--- src/rtl/min_max_pkg.sv ---
// Shared types for the min/max LED-bar decoder: bar/value widths, pattern class, FSM states.
package min_max_pkg;

   localparam int unsigned DEF_VALSIZE = 4;
   localparam int unsigned DEF_BAR_W   = 2 ** DEF_VALSIZE;

   typedef logic [DEF_BAR_W-1:0]   bar_t;
   typedef logic [DEF_VALSIZE-1:0] val_t;

   typedef enum logic [1:0] {
      CLS_BLANK   = 2'b00,
      CLS_BAR     = 2'b01,
      CLS_INVALID = 2'b10
   } class_e;

   typedef enum logic [2:0] {
      StIdle,
      StPhLo,
      StPhHi,
      StDecode,
      StDone
   } state_e;

endpackage

--- src/rtl/min_max_bar_analyzer.sv ---
// Combinational bar analysis: lowest/highest lit index, single-run check, all-off flag.
module min_max_bar_analyzer #(
   parameter int unsigned VALSIZE = 4
) (
   input  logic [2**VALSIZE-1:0] bar,
   output logic [VALSIZE-1:0]    low,
   output logic [VALSIZE-1:0]    high,
   output logic                  contiguous,
   output logic                  empty
);

   localparam int unsigned BAR_W = 2 ** VALSIZE;

   logic [BAR_W-1:0] shifted;

   always_comb begin
      low  = '0;
      high = '0;
      for (int i = int'(BAR_W) - 1; i >= 0; i--) begin
         if (bar[i]) low = VALSIZE'(i);
      end
      for (int i = 0; i < int'(BAR_W); i++) begin
         if (bar[i]) high = VALSIZE'(i);
      end
   end

   assign empty   = (bar == '0);
   assign shifted = bar >> low;
   // After aligning the lowest lit bit to 0, a single run is a 2^n-1 mask.
   assign contiguous = !empty && ((shifted & (shifted + 1'b1)) == '0);

endmodule

--- src/rtl/min_max_bar_decoder.sv ---
// Drives the display's osc input, samples the bar in both phases and recovers min/max/value.
module min_max_bar_decoder
   import min_max_pkg::*;
#(
   parameter int unsigned VALSIZE = 4,
   parameter int unsigned SETTLE  = 2
) (
   input  logic                  clk_i,
   input  logic                  rst_ni,
   input  logic                  start_i,
   input  logic [2**VALSIZE-1:0] leds_i,
   output logic                  osc_o,
   output logic                  busy_o,
   output logic                  done_o,
   output logic [1:0]            class_o,
   output logic [VALSIZE-1:0]    min_o,
   output logic [VALSIZE-1:0]    max_o,
   output logic [VALSIZE-1:0]    value_o
);

   localparam int unsigned BAR_W = 2 ** VALSIZE;
   localparam int unsigned CNT_W = (SETTLE > 1) ? $clog2(SETTLE) : 1;
   localparam logic [CNT_W-1:0] CNT_LOAD = CNT_W'(SETTLE - 1);

   state_e             state_q, state_d;
   logic [CNT_W-1:0]   cnt_q, cnt_d;
   logic [BAR_W-1:0]   s0_q, s1_q;
   class_e             class_q, class_d;
   logic [VALSIZE-1:0] min_q, min_d, max_q, max_d, value_q, value_d;

   logic [VALSIZE-1:0] low0, high0, low1, high1;
   logic               cont0, empty0, cont1, empty1;

   min_max_bar_analyzer #(.VALSIZE(VALSIZE)) u_ana_s0 (
      .bar        (s0_q),
      .low        (low0),
      .high       (high0),
      .contiguous (cont0),
      .empty      (empty0)
   );

   min_max_bar_analyzer #(.VALSIZE(VALSIZE)) u_ana_s1 (
      .bar        (s1_q),
      .low        (low1),
      .high       (high1),
      .contiguous (cont1),
      .empty      (empty1)
   );

   always_ff @(posedge clk_i or negedge rst_ni) begin
      if (!rst_ni) begin
         state_q <= StIdle;
         cnt_q   <= '0;
      end else begin
         state_q <= state_d;
         cnt_q   <= cnt_d;
      end
   end

   always_comb begin
      state_d = state_q;
      cnt_d   = cnt_q;
      unique case (state_q)
         StIdle: begin
            if (start_i) begin
               state_d = StPhLo;
               cnt_d   = CNT_LOAD;
            end
         end
         StPhLo: begin
            if (cnt_q == '0) begin
               state_d = StPhHi;
               cnt_d   = CNT_LOAD;
            end else begin
               cnt_d = cnt_q - 1'b1;
            end
         end
         StPhHi: begin
            if (cnt_q == '0) state_d = StDecode;
            else             cnt_d   = cnt_q - 1'b1;
         end
         StDecode: state_d = StDone;
         StDone:   state_d = StIdle;
         default:  state_d = StIdle;
      endcase
   end

   always_comb begin
      class_d = CLS_INVALID;
      min_d   = '0;
      max_d   = '0;
      value_d = '0;
      if (empty0 && empty1) begin
         class_d = CLS_BLANK;
      end else if (cont0 && cont1 && (low0 == low1) && ((s0_q & ~s1_q) == '0)) begin
         class_d = CLS_BAR;
         min_d   = low1;
         max_d   = high1;
         value_d = high0;
      end
   end

   // Capture on the last settle cycle of each phase; results load only in DECODE.
   always_ff @(posedge clk_i or negedge rst_ni) begin
      if (!rst_ni) begin
         s0_q    <= '0;
         s1_q    <= '0;
         class_q <= CLS_BLANK;
         min_q   <= '0;
         max_q   <= '0;
         value_q <= '0;
      end else begin
         if (state_q == StPhLo && cnt_q == '0) s0_q <= leds_i;
         if (state_q == StPhHi && cnt_q == '0) s1_q <= leds_i;
         if (state_q == StDecode) begin
            class_q <= class_d;
            min_q   <= min_d;
            max_q   <= max_d;
            value_q <= value_d;
         end
      end
   end

   always_comb begin
      osc_o   = (state_q == StPhHi);
      busy_o  = (state_q != StIdle);
      done_o  = (state_q == StDone);
      class_o = class_q;
      min_o   = min_q;
      max_o   = max_q;
      value_o = value_q;
   end

endmodule

--- config.mk ---
export PLATFORM = sky130hd
export DESIGN_NAME = min_max_bar_decoder
export DESIGN_NICKNAME = d
export VERILOG_FILES = /design/src/rtl/min_max_pkg.sv /design/src/rtl/min_max_bar_analyzer.sv /design/src/rtl/min_max_bar_decoder.sv
export SDC_FILE = /design/constraint.sdc
export NUM_CORES = 1
export LEC_CHECK = 0
export CORE_ASPECT_RATIO = 0.75
export CORE_UTILIZATION = 50
export CTS_BUF_LIST = sky130_fd_sc_hd__clkbuf_2 sky130_fd_sc_hd__clkbuf_4 sky130_fd_sc_hd__clkbuf_8
export DETAILED_ROUTE_END_ITERATION = 6
export PLACE_DENSITY = 0.7
export SLEW_MARGIN = 30
export SYNTH_ARGS = -nofsm -noshare
export SYNTH_HDL_FRONTEND = slang
export SYNTH_SLANG_ARGS = --single-unit
--- constraint.sdc ---
create_clock -name clk_i -period 8.3 [get_ports clk_i]
set_input_delay 2.49 -clock clk_i [delete_from_list [all_inputs] [get_ports clk_i]]
set_output_delay 2.49 -clock clk_i [all_outputs]
set_load 0.005 [all_outputs]
After elaboration in Yosys (flattened, before gate mapping)
Index checks and enable logic that the tools add are counted.
{"block": "classes", "add_sub_neg": 3, "eq_ne": 8, "n_shift": 2, "n_mux": 78, "bitwise_logic": 5, "reduce_logical": 20}
{"cell": "4-bit 2-to-1 mux", "count": 54}
{"cell": "16-bit zero test", "count": 5}
{"cell": "16-bit bitwise AND", "count": 3}
{"cell": "3-bit 2-to-1 mux", "count": 11}
{"cell": "16-bit by 1-bit adder with 16-bit output (second input constant)", "count": 2}
{"cell": "16-bit by 4-bit right shift with 16-bit output", "count": 2}
{"cell": "16-bit inverter", "count": 1}
{"cell": "2-bit 2-to-1 mux", "count": 6}
{"cell": "3-bit case mux with 4 select lines", "count": 1}
{"cell": "1-bit logical AND", "count": 8}
{"cell": "3-bit by 2-bit equality test with 1-bit output (second input constant)", "count": 2}
{"cell": "2-bit != test (second input constant)", "count": 3}
{"cell": "3-bit nonzero test", "count": 2}
{"cell": "1-bit 2-to-1 mux", "count": 5}
{"cell": "4-bit equality test", "count": 1}
{"cell": "3-bit by 1-bit equality test with 1-bit output (second input constant)", "count": 1}
{"cell": "3-bit equality test (second input constant)", "count": 1}
{"cell": "3-bit zero test", "count": 1}
{"cell": "1-bit case mux with 3 select lines", "count": 1}
{"cell": "3-bit AND reduction", "count": 1}
{"cell": "1-bit zero test", "count": 2}
{"cell": "2-bit AND reduction", "count": 1}
{"cell": "1-bit inverter", "count": 1}
{"cell": "1-bit subtractor (second input constant)", "count": 1}
{"block": "word_totals", "register_bits": 50, "input_bits": 19, "out_inout_bits": 17}

Depth between registers and ports, before layout
{"block": "depth", "depth_word": 26, "ltp_mapped": 15}

Hierarchy
Synthesis repeated with hierarchy kept, for this count alone.
{"block": "hier_totals", "hier_cells": 641, "area_unflattened_um2": 5021.1}
{"module": "min_max_bar_analyzer", "n_inst": 2, "cells_each": 218, "area_each_um2": 1355.0, "seq_area_each_um2": 0.0}
{"module": "min_max_bar_decoder", "n_inst": 1, "cells_each": 205, "area_each_um2": 2311.0, "seq_area_each_um2": 1251.2}

Least setup slack after synthesis
Ideal clock, no wire load.
{"block": "synth_path", "path_type": "reg-to-output", "start": "reg state_q[1]", "end": "out busy_o", "arrival_time_ns": 0.893, "t_required_ns": 5.810, "slack_ns": 4.917, "stages_incl_launch_ff": 3, "path_buffers": 1, "path_cell_list": "dfrtp_1 -> clkbuf_1 -> or3_1"}
{"block": "synth_via", "elab_chain_len": 1}
{"element": "start, declared", "line_no": "min_max_bar_decoder.sv:25", "rtl": "state_e state_q, state_d;"}
{"element": "start signal, assigned", "line_no": "min_max_bar_decoder.sv:52", "rtl": "state_q <= StIdle;"}
{"element": "start signal, assigned", "line_no": "min_max_bar_decoder.sv:55", "rtl": "state_q <= state_d;"}
{"element": "3-bit nonzero test", "line_no": "min_max_bar_decoder.sv:126", "rtl": "busy_o = (state_q != StIdle);"}
{"element": "end, declared", "line_no": "min_max_bar_decoder.sv:13", "rtl": "output logic busy_o,"}
No other way between the ends.

Worst setup path in the final report
{"block": "layout_path", "start": "reg s0_q[14]", "end": "reg class_q[1], in the netlist class_o[1]"}
{"block": "layout_via", "elab_chain_len": 25, "elab_cells_between_ends": 31, "classes_between": "add/sub (1); eq/ne (1); shift (1); mux (17); bitwise (2); reduce/logical (9)"}
{"element": "start, declared", "line_no": "min_max_bar_decoder.sv:27", "rtl": "logic [BAR_W-1:0] s0_q, s1_q;"}
{"element": "start signal, assigned", "line_no": "min_max_bar_decoder.sv:113", "rtl": "if (state_q == StPhLo && cnt_q == '0) s0_q <= leds_i;"}
{"element": "4-bit 2-to-1 mux (15 in series)", "line_no": "min_max_bar_analyzer.sv:20", "rtl": "if (bar[i]) low = VALSIZE'(i);"}
{"element": "16-bit by 4-bit right shift with 16-bit output", "line_no": "min_max_bar_analyzer.sv:28", "rtl": "assign shifted = bar >> low;"}
{"element": "16-bit by 1-bit adder with 16-bit output", "line_no": "min_max_bar_analyzer.sv:30", "rtl": "assign contiguous = !empty && ((shifted & (shifted + 1'b1)) == '0);"}
{"element": "16-bit bitwise AND", "line_no": "min_max_bar_analyzer.sv:30"}
{"element": "16-bit zero test", "line_no": "min_max_bar_analyzer.sv:30"}
{"element": "1-bit logical AND", "line_no": "min_max_bar_analyzer.sv:30"}
{"element": "1-bit logical AND (3 in series)", "line_no": "min_max_bar_decoder.sv:95", "rtl": "end else if (cont0 && cont1 && (low0 == low1) && ((s0_q & ~s1_q) == '0)) begin"}
{"element": "2-bit 2-to-1 mux", "line_no": "min_max_bar_decoder.sv:95"}
{"element": "2-bit 2-to-1 mux *", "line_no": "min_max_bar_decoder.sv:93", "rtl": "if (empty0 && empty1) begin"}
{"element": "end signal, assigned", "line_no": "min_max_bar_decoder.sv:116", "rtl": "class_q <= class_d;"}
{"element": "end, declared", "line_no": "min_max_bar_decoder.sv:28", "rtl": "class_e class_q, class_d;"}
Mark *: on every way between the ends. The rest lies on a longest branch, timed or not.
A chain may end at the register's enable or synchronous reset.

==> impl_metrics.tcl <==
set metrics [dict create \
    end_kind "register" \
    fp.coreArea_sq_mm 0.00927 \
    totalWireLength_um 16200 \
    synth_edf_count 0 \
    start_util 0.528 \
    fin_ws_ps 3870 \
    final_cell_mix "nand2_1, o21ai_0, dfrtp_1" \
    worstHoldStart "min_o[3]" \
    slew_headroom 0.385 \
    final_cells 768 \
    async_flop_share 1.00 \
    outcome "finished clean" \
    port_buffers 35 \
    path_max_fanout 17 \
    synth_area_leaders "dfrtp_1, nand2_1, o21ai_0" \
    synthesis.area_sq_mm 0.00490 \
    yosys_warnings 0 \
    slew_violations 0 \
    finalHoldViolCount 0 \
    drt-initial-drc-count 693 \
    synth_top_cell_by_area "dfrtp_1" \
    dpl.hpwl_um 12400 \
    worstSetupPathType "register to register" \
    drive_gt1_frac 0.0938 \
    htree_levels 2 \
    crit_arrival_ps 4650 \
    grt_usage 0.332 \
    cts_buffers 5 \
    setup_viol 0 \
    place_ws_ps 4000 \
    drt_first_pass_iters 6 \
    grt_pass1_wl_um 25900 \
    cts_setup_buffers 0 \
    reg2reg_from "s0_q[14]" \
    grt_antenna_before_repair 0 \
    cts_hold_buf 0 \
    worst_hold_path_type "register to register" \
    cts_resized 0 \
    drtAntennaViolNets 0 \
    synth_nets 663 \
    avgSynthCellArea_sq_um 7.61 \
    fin_nets 658 \
    first_global_vias 4708 \
    cts_sinks 50 \
    r2r_setup_slack_ps 3870 \
    die-area_sq_mm 0.0102 \
    synth.top_cell.area_share 0.255 \
    gp_congestion 0.955 \
    period_share 0.534 \
    clkSlewWorstSetupHoldPaths_ps 100 \
    diodes 0 \
    ys_ff_latch 50 \
    clock-root-buffer "clkbuf_8" \
    startpoint_type "register" \
    fmax_mhz 226 \
    period_minus_slack_ps 4430 \
    area_growth_pct 7.84 \
    worstPathRequired_ps 8520 \
    cp-startpoint "s0_q[14]" \
    chipWidth_um 116 \
    io_pins 36 \
    ys.flop_type "dfrtp_1" \
    cts_tree "done" \
    drv_cap 0 \
    post_drt_via_cell_ratio 6.93 \
    grt_max_degree 51 \
    nFillCells 877 \
    vias 5323 \
    rows 30 \
    max_slew.worst_pin.slew_ps 922 \
    syn_inst 644 \
    insertion_delay_ps 330 \
    grt_setup_unrepaired "no" \
    mostFrequentLayoutCell "nand2_1" \
    clock-skew-final_ps 7.09 \
    remaining_drc_errors 0 \
    dp.cells 760 \
    wl_per_cell_um 21.1 \
    clockBufferDepth 2 \
    die_y_um 87.7 \
    grt_overflow 0 \
    finalSetupTns_ps 0 \
    ys_seq_area_frac 0.255 \
    synth.distinct_cells 79 \
]
worst paths after layout:
path                               to  cells past startpoint
setup / recovery           class_o[1]                     11
max in group asynchronous    min_o[2]                      1
setup reg to reg           class_o[1]                     11
hold reg to reg              min_o[3]                      2
hold / removal               min_o[3]                      2
min in group asynchronous  state_q[2]                      1
worst max-delay path: stages, from the launching register on:
cell and delay (ps):
dfrtp_1 590, nor2_1 110, o31ai_2 340, a22o_1 740
mux2i_1 280, o21ai_1 420, a211oi_1 140, o22ai_1 260
mux2i_1 270, and4b_1 230, nand4_2 450, a221o_1 490
through the flow:
step	util	instance area (sq um)	hold WS (ps)
after detailed placement	0.556	5160	469
after global placement	0.556	5150	468
after floorplan	-	4900	467
after global routing	0.570	5280	518
after CTS	0.569	5270	492
final	0.570	5280	494
cell families after synthesis:
kind of cell	Yosys count	share of synthesized area
flip-flops	50	0.255
buffers and inverters	78	0.0771
AND/OR/NAND/NOR	239	0.245
multiplexers	21	0.0452
AO/OA/AOI/OAI	255	0.375
XOR/XNOR	1	0.00179
sequential cells by signal (all words and copies together), names as in the netlist:
register and count:
s0_q 16, max_o 4, cnt_q 1, class_o 2
s1_q 16, state_q 3, min_o 4, value_o 4
per-layer routing:
layer | GRT usage | wire, um | up-vias | share of wire
li1 | - | - | 2430 | -
met1 | 0.519 | 7690 | 2542 | 0.48
met2 | 0.446 | 6380 | 305 | 0.39
met3 | 0.0581 | 1600 | 46 | 0.099
met4 | 0.118 | 504 | 0 | 0.031
met5 | 0 | 0 | - | 0
synth_stat cells (all sizes together) (3+ instances only):
master   instances
o21ai           66
o2111ai          4
nand4b           3
and3             5
nor3            20
nor4            13
o311ai           5
a22o             3
a221o            4
nand4            9
nand2b           6
nand3           24
clkbuf          22
o211a            5
a31oi            7
and2             3
nor2b            4
nor2            44
a211o            5
a21boi           3
a21o             4
o31ai           22
o21a             5
a22oi           15
or3              5
nand2           92
a32o             4
buf             28
o221ai           3
a211oi           6
mux2             9
or4              3
inv             28
a2111oi          5
a32oi            4
o22ai           11
a21oi           46
mux2i           12
o211ai          11
a221oi           6
dfrtp           50
final cells by class:
type	instances	area (sq um)	area share
multi-input combinational	516	3280	0.621
sequential	50	1250	0.237
timing repair buffer	38	370	0.0701
tap	128	160	0.0303
inverter	28	105	0.0199
clock buffer	5	68.8	0.0130
clock inverter	3	47.5	0.00900
Power is left out: the tool's default activity adds up to more than one toggle a clock period on the data nets, which glitch-free logic cannot reach.
